--- config.mk ---
export PLATFORM = sky130hd
export DESIGN_NAME = lsu_pe
export DESIGN_NICKNAME = d
export VERILOG_FILES = /design/src/rtl/lsu_pe.sv
export SDC_FILE = /design/constraint.sdc
export NUM_CORES = 1
export LEC_CHECK = 0
export ABC_AREA = 1
export ABC_CLOCK_PERIOD_IN_PS = 1500
export BUFFER_PORTS_ARGS = -buffer_cell sky130_fd_sc_hd__buf_4
export CAP_MARGIN = 20
export CORE_MARGIN = 2
export CORE_UTILIZATION = 42
export DETAILED_ROUTE_END_ITERATION = 8
export GPL_TIMING_DRIVEN = 0
export PLACE_DENSITY = 0.77
export SLEW_MARGIN = 0
export SYNTH_ARGS = -nofsm -noshare
export SYNTH_HDL_FRONTEND = slang
export SYNTH_SLANG_ARGS = --single-unit
--- constraint.sdc ---
create_clock -name Clk -period 1.5 [get_ports Clk]
set_clock_uncertainty 0.1 [all_clocks]
set_input_delay 0.45 -clock Clk [delete_from_list [all_inputs] [get_ports Clk]]
set_output_delay 0.45 -clock Clk [all_outputs]
set_load 0.005 [all_outputs]
--- src/rtl/lsu_pe.sv ---
// Per-PE load/store unit: turns decoded load/store opcodes into a single-outstanding
// req/gnt/rvalid transaction and hands load data to the ALU with a one-cycle strobe.
module lsu_pe #(
  parameter int DWIDTH = 32
) (
  input  logic              Clk,
  input  logic              Reset,
  input  logic              Exec_En_Global,
  input  logic              LSU_En,
  input  logic [4:0]        Opcode,
  input  logic [DWIDTH-1:0] Addr_In,
  input  logic [DWIDTH-1:0] Store_Data_In,
  output logic              data_req_o,
  output logic [DWIDTH-1:0] data_addr_o,
  output logic              data_we_o,
  output logic [3:0]        data_be_o,
  output logic [DWIDTH-1:0] data_wdata_o,
  input  logic              data_gnt_i,
  input  logic              data_rvalid_i,
  input  logic [DWIDTH-1:0] data_rdata_i,
  output logic [DWIDTH-1:0] load_data_o,
  output logic              data_req_valid_o,
  output logic              Stall_o,
  output logic              Misalign_o
);

  localparam logic [4:0] OP_LOAD  = 5'b00111;
  localparam logic [4:0] OP_STORE = 5'b01000;

  typedef enum logic [1:0] {
    ST_IDLE = 2'd0,
    ST_REQ  = 2'd1,
    ST_WAIT = 2'd2
  } state_t;

  state_t              r_state;
  logic                r_req;
  logic                r_we;
  logic [3:0]          r_be;
  logic [DWIDTH-1:0]   r_addr;
  logic [DWIDTH-1:0]   r_wdata;
  logic [DWIDTH-1:0]   r_load_data;
  logic                r_load_valid;
  logic                r_misalign;

  logic                w_is_mem_op;
  logic                w_accept;
  logic                w_misaligned;

  assign w_is_mem_op  = (Opcode == OP_LOAD) || (Opcode == OP_STORE);
  assign w_accept     = (r_state == ST_IDLE) && Exec_En_Global && LSU_En && w_is_mem_op;
  assign w_misaligned = |Addr_In[1:0];

  always_ff @(posedge Clk) begin
    if (Reset) begin
      r_state      <= ST_IDLE;
      r_req        <= 1'b0;
      r_we         <= 1'b0;
      r_be         <= 4'b0000;
      r_addr       <= '0;
      r_wdata      <= '0;
      r_load_data  <= '0;
      r_load_valid <= 1'b0;
      r_misalign   <= 1'b0;
    end else begin
      // Strobes default low so they last exactly one cycle.
      r_load_valid <= 1'b0;
      r_misalign   <= 1'b0;
      case (r_state)
        ST_IDLE: begin
          if (w_accept) begin
            r_addr     <= {Addr_In[DWIDTH-1:2], 2'b00};
            r_we       <= (Opcode == OP_STORE);
            r_wdata    <= Store_Data_In;
            r_be       <= 4'b1111;
            r_req      <= 1'b1;
            r_misalign <= w_misaligned;
            r_state    <= ST_REQ;
          end
        end
        ST_REQ: begin
          // Request fields stay frozen until the memory grants.
          if (data_gnt_i) begin
            r_req   <= 1'b0;
            r_state <= ST_WAIT;
          end
        end
        ST_WAIT: begin
          if (data_rvalid_i) begin
            r_be    <= 4'b0000;
            r_state <= ST_IDLE;
            if (!r_we) begin
              r_load_data  <= data_rdata_i;
              r_load_valid <= 1'b1;
            end
          end
        end
        default: begin
          r_req   <= 1'b0;
          r_state <= ST_IDLE;
        end
      endcase
    end
  end

  assign data_req_o       = r_req;
  assign data_addr_o      = r_addr;
  assign data_we_o        = r_we;
  assign data_be_o        = r_be;
  assign data_wdata_o     = r_wdata;
  assign load_data_o      = r_load_data;
  assign data_req_valid_o = r_load_valid;
  assign Misalign_o       = r_misalign;
  assign Stall_o          = (r_state == ST_REQ) || (r_state == ST_WAIT);

endmodule
==> impl_metrics.ini, run 1 <==
[cells_and_area]
n_antenna_cell = 0
syn_to_final_growth_pct = 67.1
nNetsFinal = 842
final_util = 0.716
final_cell_area_um2 = 7290
multi_input_area_um2 = 2350
drive_gt1_frac = 0.703
regArea_um2 = 2030
fillers = 747

[global_routing]
grt_max_degree = 16
grt_pass1_vias = 3996
grt_overflow = 0
track_usage = 0.220
antenna_found_initial = 0
grt_first_pass_wirelength_um = 19700

[synthesis]
synthArstFlopShare = 0
synth-seq-cells = 101
synth.area.top_cells = dfxtp_1 46%, nand2_2 17%, a21oi_2 12%
yosysMostFrequentCell = nand2_2
synth.cell_area_um2 = 4360
syn_inst = 476
synth.distinct_cells = 24
yosys.area.top_type_share = 0.463
yosys.area.top_type = dfxtp_1
synth_ff_type = dfxtp_1
synthTopCellsByCount = 120 x nand2_2, 101 x dfxtp_1, 71 x nor2_1
ys_seq_area_frac = 0.463
synth_edf_count = 0
avgSynthCellArea_um2 = 9.17
synth_warnings = 0

[pwr]
p_leak_nw = 3.17
peakVddDrop_mv = 0.721
power.total_mw = 6.88
power_density_nw_per_um2 = 944

[placed_design]
io_buffer_count = 209
gp_congestion = 0.831
place_hpwl_um = 8770
dpl_cell_area_um2 = 6150

[min_path]
hold_path_depth = 3
hp-class = in -> reg

[clocking]
clock-root-buffer = clkbuf_8
cts_sinks = 101
clock_latency_ns = 0.35
path_clk_slew_ns = 0.09
clk_path_buf_depth = 2
cts_tree = yes
cts_hold_buffers = 0
htreeDepth = 3
cts_inserted_buffers = 9

[sta]
finalCritPeriodShare = 1.17
worstMarginPinSlew_ns = 0.745
drv_slew = 0
whs_ns = 0.209
fin_crit_ns = 1.76
rsz0062_at_grt = yes
timing.fmax_mhz = 570
tns_ns = -16.74
finalWorstSetupSlack_ns = -0.256
setup_violations = 101
hold_viol = 0
slew_headroom = 0.503

[floorplan]
placementRows = 37
start_util = 0.428
dieArea_um2 = 11200
io_pins = 212
core_area_um2 = 10200
die_h_um = 106
die_w_um = 106

[worst_setup_path]
crit_path_top_delay_cell = dfxtp_2
worst-setup-path-type = reg -> reg
critPathMaxStageDelay_ns = 0.34
crit_family = buffers and inverters
path_cells = inv_2, buf_4, buf_6, ha_4, nand2_4, nor2_4, clkinv_4, clkbuf_16, nor2_2, nor2_1
worst_ep_arrival_time_ns = 1.91
cp_max_fo = 5
critical_path_depth = 10
cp_num_buf_inv = 5
required_ns = 1.65
r2r_cells = 10
cp-start-kind = flop
end_kind = flop

[status]
outcome = finished with violations
violations = negative setup slack

[job]
cap_violations = 0

[detailed_routing]
dr.pass1.iters = 4
wl_per_cell_um = 15.0
ant_nets = 0
vias = 4067
viasPerCell = 4.67
first_iter_violations = 128
drc_errors = 0
finalWirelength_um = 13100
-- cell families after synthesis --
logic type | synth area share
AND/OR/NAND/NOR | 0.274
other | 0.000860
buffers and inverters | 0.0809
adder cells (fa/ha/maj) | 0.0143
flip-flops | 0.463
AO/OA/AOI/OAI | 0.166
-- layout make-up --
cell class | count | area share
flip-flops and latches | 101 | 0.279
inverters | 16 | 0.0110
multi-input cells | 328 | 0.323
clock inverters | 3 | 0.00240
repair buffers | 240 | 0.281
clock buffers | 13 | 0.0245
plain buffers | 32 | 0.0535
repair inverters | 2 | 0.00240
well taps | 136 | 0.0233
-- state kept, by name, indices dropped and copies added, names as in the netlist --
register	cells
data_we_o	1
Misalign_o	1
data_be_o	1
load_data_o	32
data_req_valid_o	1
data_wdata_o	32
data_req_o	1
r_state	2
data_addr_o	30
-- path summary, 6_finish.rpt --
| path | start | endpoint | slack [ns] |
|---|---|---|---|
| worst max-delay path | r_state[0]$_SDFFE_PP0P_ | load_data_o[17]$_SDFFE_PP0P_ | -0.26 |
| worst min-delay path | data_rdata_i[0] | load_data_o[0]$_SDFFE_PP0P_ | 0.21 |
| worst max register to register | r_state[0]$_SDFFE_PP0P_ | load_data_o[17]$_SDFFE_PP0P_ | -0.26 |
| worst min register to register | data_wdata_o[9]$_SDFFE_PP0P_ | data_wdata_o[9]$_SDFFE_PP0P_ | 0.37 |
-- worst min-delay path: cells and delay by family --
kind	cells	cell delay [ns]
buf+inv	1	0.08
simple gates	2	0.11
-- metal layers --
metal | wire [um] | share of wire | global-route usage | vias up
met1 | 5140 | 0.39 | 0.258 | 1888
met5 | 0 | 0 | 0 | -
met2 | 6700 | 0.51 | 0.384 | 155
met4 | 180 | 0.014 | 0.0658 | 0
li1 | - | - | - | 2010
met3 | 1050 | 0.080 | 0.0705 | 14
-- power by group --
| group | total, mW | switching [mW] | internal [mW] |
|---|---|---|---|
| clock | 1.71 | 0.927 | 0.782 |
| combinational | 2.15 | 0.995 | 1.16 |
| sequential | 3.02 | 0.127 | 2.90 |
-- per-stage QoR --
stage | cells | setup WS [ns]
6_report | 871 | -0.256
5_1_grt | 871 | -0.321
4_1_cts | 859 | -0.184
3_5_place_dp | 822 | -0.398
3_3_place_gp | 822 | -0.336
2_1_floorplan | 477 | -0.0835
-- cell usage in the layout (no fill, tap or decap), types with 2 or more instances in the layout --
master and n:
nand3_4 2, nor2_4 11, a21oi_2 62, buf_16 5, buf_12 14, buf_8 3, nor2_2 20, o21ai_1 2
buf_4 219, inv_2 3, inv_4 2, ha_4 2, nand2_2 87, nand3_1 4, o21ai_0 32, ha_1 3
nand2_8 2, nand2_4 36, buf_6 16, dfxtp_2 3, nor2_1 43, clkbuf_16 4, clkbuf_1 8, dfxtp_4 2
dfxtp_1 96, nand2_1 14, inv_1 10, clkinv_2 2, conb_1 2, clkbuf_8 14, buf_2 2, a21oi_1 4
-- what timing repair did --
item,in CTS,in global routing
buffers inserted,14,8
endpoints found under the setup margin,103,104
resized for setup,68,76
cloned,7,5
pin swaps,8,14
Power figures use the tool's default switching activity.
==> inputs of run 2 (changes only) <==
--- a/config.mk
+++ b/config.mk
@@ -9,7 +9,7 @@
 export ABC_CLOCK_PERIOD_IN_PS = 1500
 export BUFFER_PORTS_ARGS = -buffer_cell sky130_fd_sc_hd__buf_4
 export CAP_MARGIN = 20
-export CORE_MARGIN = 2
+export CORE_MARGIN = 5
 export CORE_UTILIZATION = 42
 export DETAILED_ROUTE_END_ITERATION = 8
 export GPL_TIMING_DRIVEN = 0
==> run 2 against run 1 <==
Compared with the run above: die area grew 12%; the run still ends with negative setup slack left; wire length increased by 4.7%; design area shrank 1.3%; non-clock buffer count increased by 4; critical path depth rose by 1; final cell count is 0.34% higher; power shrank 1.9%; sequential cell count stayed put; register-to-register slack better by 0.02 ns; global-route usage is 1.1 points lower.
==> impl_metrics.ini, run 2 (same netlist as run 1, synthesis figures left out) <==
[status]
outcome = finished with violations
violations = negative setup slack

[floorplan]
placementRows = 37
dieArea_um2 = 12500
core_area_um2 = 10200
start_util = 0.426
io_pins = 212
die_w_um = 112
die_h_um = 112

[detailed_routing]
first_iter_violations = 167
ant_nets = 0
viasPerCell = 4.70
drc_errors = 0
finalWirelength_um = 13700
vias = 4105
wl_per_cell_um = 15.7
dr.pass1.iters = 4

[global_routing]
grt_max_degree = 18
grt_overflow = 0
track_usage = 0.209
grt_pass1_vias = 4236
antenna_found_initial = 0
grt_first_pass_wirelength_um = 21300

[placed_design]
place_inst = 822
io_buffer_count = 209
place_hpwl_um = 9370
dp_slack_ns = -0.378
gp_congestion = 0.783

[worst_setup_path]
critPathMaxStageDelay_ns = 0.35
cp_max_fo = 8
required_ns = 1.63
path_cells = inv_4, ha_4, nand2_4, nor2_4, nand3_4, nand2_8, buf_12, inv_12, clkbuf_16, nand2_2, a21oi_2
worst_ep_arrival_time_ns = 1.86
crit_path_top_delay_cell = dfxtp_2
worst-setup-path-type = reg -> reg
cp-start-kind = flop
end_kind = flop

[sta]
worstMarginPinSlew_ns = 0.707
finalCritPeriodShare = 1.16
drv_slew = 0
setup_violations = 103
whs_ns = 0.181
hold_viol = 0
finalWorstSetupSlack_ns = -0.236
slew_headroom = 0.529
fin_crit_ns = 1.74
rsz0062_at_grt = yes
timing.fmax_mhz = 576

[pwr]
power.total_mw = 6.75
power.share.clock = 0.247
seq_power_share = 0.446
p_leak_nw = 3.21
power_density_nw_per_um2 = 938
peakVddDrop_mv = 0.743
switchingPower_mw = 2.07
swShare = 0.307
p_int_mw = 4.68
combPwrFrac = 0.307

[clocking]
cts_sinks = 101
cts_tree = yes
clock-root-buffer = clkbuf_8
htreeDepth = 3
path_clk_slew_ns = 0.11
clk_path_buf_depth = 2
cts_inserted_buffers = 9
clock_latency_ns = 0.36

[cells_and_area]
syn_to_final_growth_pct = 64.9
stdcell_count = 874
final_util = 0.703
nNetsFinal = 845
mostFrequentLayoutCell = buf_4
n_antenna_cell = 0
mostFrequentLayoutCells = 221 x buf_4, 94 x dfxtp_1, 94 x nand2_2
drive_gt1_frac = 0.683

[min_path]
hp-class = in -> reg

[job]
cap_violations = 0
==> run 2: cell types whose count changed in the layout (fill, tap and decap cells not counted), moves of 3 or more <==
cell,before,now
nor2_1,43,62
nand2_1,14,11
clkbuf_8,14,10
nor2_2,20,10
nand2_2,87,94
buf_6,16,19
inv_6,0,3
nand2_4,36,32
nor2_4,11,2
==> run 2: path summary, 6_finish.rpt <==
path | slack (ns) | to | cells past startpoint | startpoint
hold / removal | 0.18 | load_data_o[26]$_SDFFE_PP0P_ | 3 | data_rdata_i[26]
setup reg to reg | -0.24 | data_wdata_o[5]$_SDFFE_PP0P_ | 11 | r_state[1]$_SDFFE_PP0P_
hold reg to reg | 0.37 | data_wdata_o[20]$_SDFFE_PP0P_ | 2 | data_wdata_o[20]$_SDFFE_PP0P_
setup / recovery | -0.24 | data_wdata_o[5]$_SDFFE_PP0P_ | 11 | r_state[1]$_SDFFE_PP0P_
==> run 2: power groups by stage <==
stage,clock [mW],combinational (mW),sequential [mW]
global placement,0,1.45,3.06
finish,1.67,2.07,3.01
detailed placement,0,1.49,3.07
floorplan,0,0.718,3.07
global route,1.80,2.26,3.04
CTS,1.70,1.86,3.01
==> run 2: repair_timing <==
item	CTS	global route
pin swaps	16	16
resized for setup	76	44
endpoints found under the hold margin	0	0
gates cloned	7	4
setup buffers	19	7
hold buffers	0	0
endpoints found under the setup margin	106	105
==> run 2: layout make-up <==
cell class / instances / area (um^2)
Fill cell: 796 / 3040
Multi-Input combinational cell: 328 / 2250
Timing Repair Buffer: 244 / 2070
Sequential cell: 101 / 2040
Buffer: 32 / 392
Tap cell: 136 / 170
Clock buffer: 10 / 138
Inverter: 16 / 77.6
Clock inverter: 6 / 45.0
Timing Repair inverter: 1 / 11.3
==> run 2: per-stage QoR <==
stage / area [um^2] / TNS [ns]
2_1_floorplan: 4410 / -4.62
3_3_place_gp: 6150 / -27.05
3_5_place_dp: 6150 / -28.52
4_1_cts: 6930 / -9.98
5_1_grt: 7200 / -22.18
6_report: 7200 / -14.51
==> run 2: worst max-delay path, delay by kind of cell (launching register included) <==
kind / cells / cell delay (ns)
AO/OA/AOI/OAI: 1 / 0.05
AND/OR/NAND/NOR: 5 / 0.54
buffers and inverters: 4 / 0.40
flip-flops: 1 / 0.35
adder cells (fa/ha/maj): 1 / 0.15
==> run 2: metal layers <==
metal  global-route usage  share of wire  vias to the layer above
li1                     -              -                     2022
met1                0.227           0.37                     1921
met2                0.376           0.53                      144
met3               0.0799          0.085                       18
met4               0.0624          0.014                        0
met5                    0              0                        -
==> inputs of run 3 (changes only) <==
--- a/config.mk
+++ b/config.mk
@@ -10,10 +10,11 @@
 export BUFFER_PORTS_ARGS = -buffer_cell sky130_fd_sc_hd__buf_4
 export CAP_MARGIN = 20
 export CORE_MARGIN = 5
-export CORE_UTILIZATION = 42
+export CORE_UTILIZATION = 30
 export DETAILED_ROUTE_END_ITERATION = 8
 export GPL_TIMING_DRIVEN = 0
-export PLACE_DENSITY = 0.77
+export RECOVER_POWER = 25
+export SKIP_LAST_GASP = 1
 export SLEW_MARGIN = 0
 export SYNTH_ARGS = -nofsm -noshare
 export SYNTH_HDL_FRONTEND = slang
==> run 3 against run 2 <==
Compared with the run above: the flow still finishes with violations (negative setup slack); via count is 3.7% lower; die area is 36% higher; first-iteration DRC count is 53% lower; clock power is 43% higher; sequential share of layout area is 0.37 points higher; global-route usage is 6.3 points lower; critical path type unchanged; largest power group unchanged.
==> impl_metrics.ini, run 3 (same netlist as run 1, synthesis figures left out) <==
[status]
outcome = finished with violations
violations = negative setup slack

[floorplan]
dieArea_um2 = 17100
io_pins = 212
die_w_um = 131
die_h_um = 131
placementRows = 44
core_area_um2 = 14400
start_util = 0.302

[detailed_routing]
dr.pass1.iters = 4
routed.top_layer = met4
first_iter_violations = 78
viasPerCell = 4.35
wl_met3_um = 1400
finalWirelength_um = 13200
wl_met2_um = 6270
vias = 3953
drc_errors = 0
wl_per_cell_um = 14.5
ant_nets = 0
wl_met1_um = 5320

[cells_and_area]
n_antenna_cell = 0
mostFrequentLayoutCells = 195 x buf_4, 103 x nand2_2, 97 x dfxtp_1
drive_gt1_frac = 0.684
syn_to_final_growth_pct = 62.5
final_util = 0.492
nNetsFinal = 831
mostFrequentLayoutCell = buf_4

[sta]
finalWorstSetupSlack_ns = -0.155
fin_crit_ns = 1.65
tns_ns = -9.59
worstMarginPinSlew_ns = 0.725
setup_violations = 96
slew_headroom = 0.517
timing.fmax_mhz = 604
rsz0062_at_grt = yes
whs_ns = 0.209
finalCritPeriodShare = 1.10
hold_viol = 0
drv_slew = 0

[worst_setup_path]
end_kind = flop
path_cells = inv_4, ha_4, nand2_4, nor2_4, nand3_4, nand2_8, buf_12, clkbuf_16, nand2_4, a21oi_2
worst_ep_arrival_time_ns = 1.83
cp_max_fo = 6
required_ns = 1.67
cp-start-kind = flop
crit-reg2reg-launch = r_state[1]$_SDFFE_PP0P_
crit_path_top_delay_cell = dfxtp_4
cpMostUsedCell = nand2_4
critPathMaxStageDelay_ns = 0.36
worst-setup-path-type = reg -> reg
crit_start = r_state[1]$_SDFFE_PP0P_

[clocking]
clk_path_buf_depth = 2
cts_inserted_buffers = 9
clock_latency_ns = 0.34
path_clk_slew_ns = 0.07
cts_tree = yes
cts_sinks = 101
clock-root-buffer = clkbuf_16
htreeDepth = 3

[pwr]
power.total_mw = 7.50
power_density_nw_per_um2 = 1060
p_leak_nw = 3.11
peakVddDrop_mv = 0.627

[placed_design]
gp_congestion = 0.756
place_hpwl_um = 9680
io_buffer_count = 209

[global_routing]
grt_max_degree = 17
grt_pass1_vias = 3975
grt_overflow = 0
grt_first_pass_wirelength_um = 19900
track_usage = 0.146
antenna_found_initial = 0

[min_path]
hp-class = in -> reg
min-delay-start = data_rdata_i[22]

[job]
cap_violations = 0
run 3: cell count changes in the layout (fill, tap and decap cells not counted), moves of 4 or more:
| cell | before | now |
|---|---|---|
| nor2_1 | 62 | 53 |
| nand2_2 | 94 | 103 |
| clkbuf_1 | 8 | 14 |
| buf_4 | 221 | 195 |
| a21oi_1 | 6 | 2 |
| nor2_2 | 10 | 17 |
| a21oi_2 | 60 | 64 |
| buf_16 | 5 | 0 |
| buf_6 | 19 | 14 |
| clkbuf_4 | 0 | 17 |
| nand2_4 | 32 | 21 |
| clkbuf_16 | 3 | 12 |
| clkbuf_8 | 10 | 1 |
run 3: cell type report:
class,instances,area [um^2]
Fill cell,1385,7330
Tap cell,184,230
Clock inverter,5,57.6
Buffer,31,369
Sequential cell,101,2030
Inverter,16,80.1
Timing Repair Buffer,233,1850
Clock buffer,11,243
Multi-Input combinational cell,327,2230
run 3: path summary, 6_finish.rpt:
path | slack (ns) | cells after the start | to
worst max-delay path | -0.15 | 10 | data_wdata_o[20]$_SDFFE_PP0P_
worst min-delay path | 0.21 | 3 | load_data_o[22]$_SDFFE_PP0P_
worst max register to register | -0.15 | 10 | data_wdata_o[20]$_SDFFE_PP0P_
worst min register to register | 0.36 | 2 | data_addr_o[3]$_SDFFE_PP0P_
run 3: where the power goes:
part	leakage [nW]	switching (mW)	internal, mW
Combinational	2.14	0.998	1.09
Sequential	0.819	0.125	2.90
Clock	0.150	1.04	1.35
Total	3.11	2.16	5.34
run 3: through the flow:
step                cells  instance area (um^2)  worst slack, ns
finish                908                  7090           -0.155
CTS                   901                  6790           -0.162
global placement      870                  6210           -0.494
detailed placement    870                  6210           -0.505
floorplan             477                  4410          -0.0835
global route          908                  7090           -0.244
run 3: what timing repair did:
action,4_1_cts,5_1_grt
hold buffers,0,0
pin swaps,5,30
setup endpoints to repair,103,103
buffers inserted,16,4
gates resized for setup,46,75
gates cloned,1,3
run 3: metal layers:
layer  up-vias  global-route usage
met2       139               0.231
met1      1813               0.176
li1       1989                   -
met3        12              0.0602
met4         0              0.0605
met5         -                   0
run 3: worst max-delay path: cells and delay by family, from the launching register on:
kind | cells | cell delay [ns]
compound gates | 1 | 0.11
fa+ha+maj | 1 | 0.15
flops | 1 | 0.36
simple gates | 5 | 0.49
buf+inv | 3 | 0.36
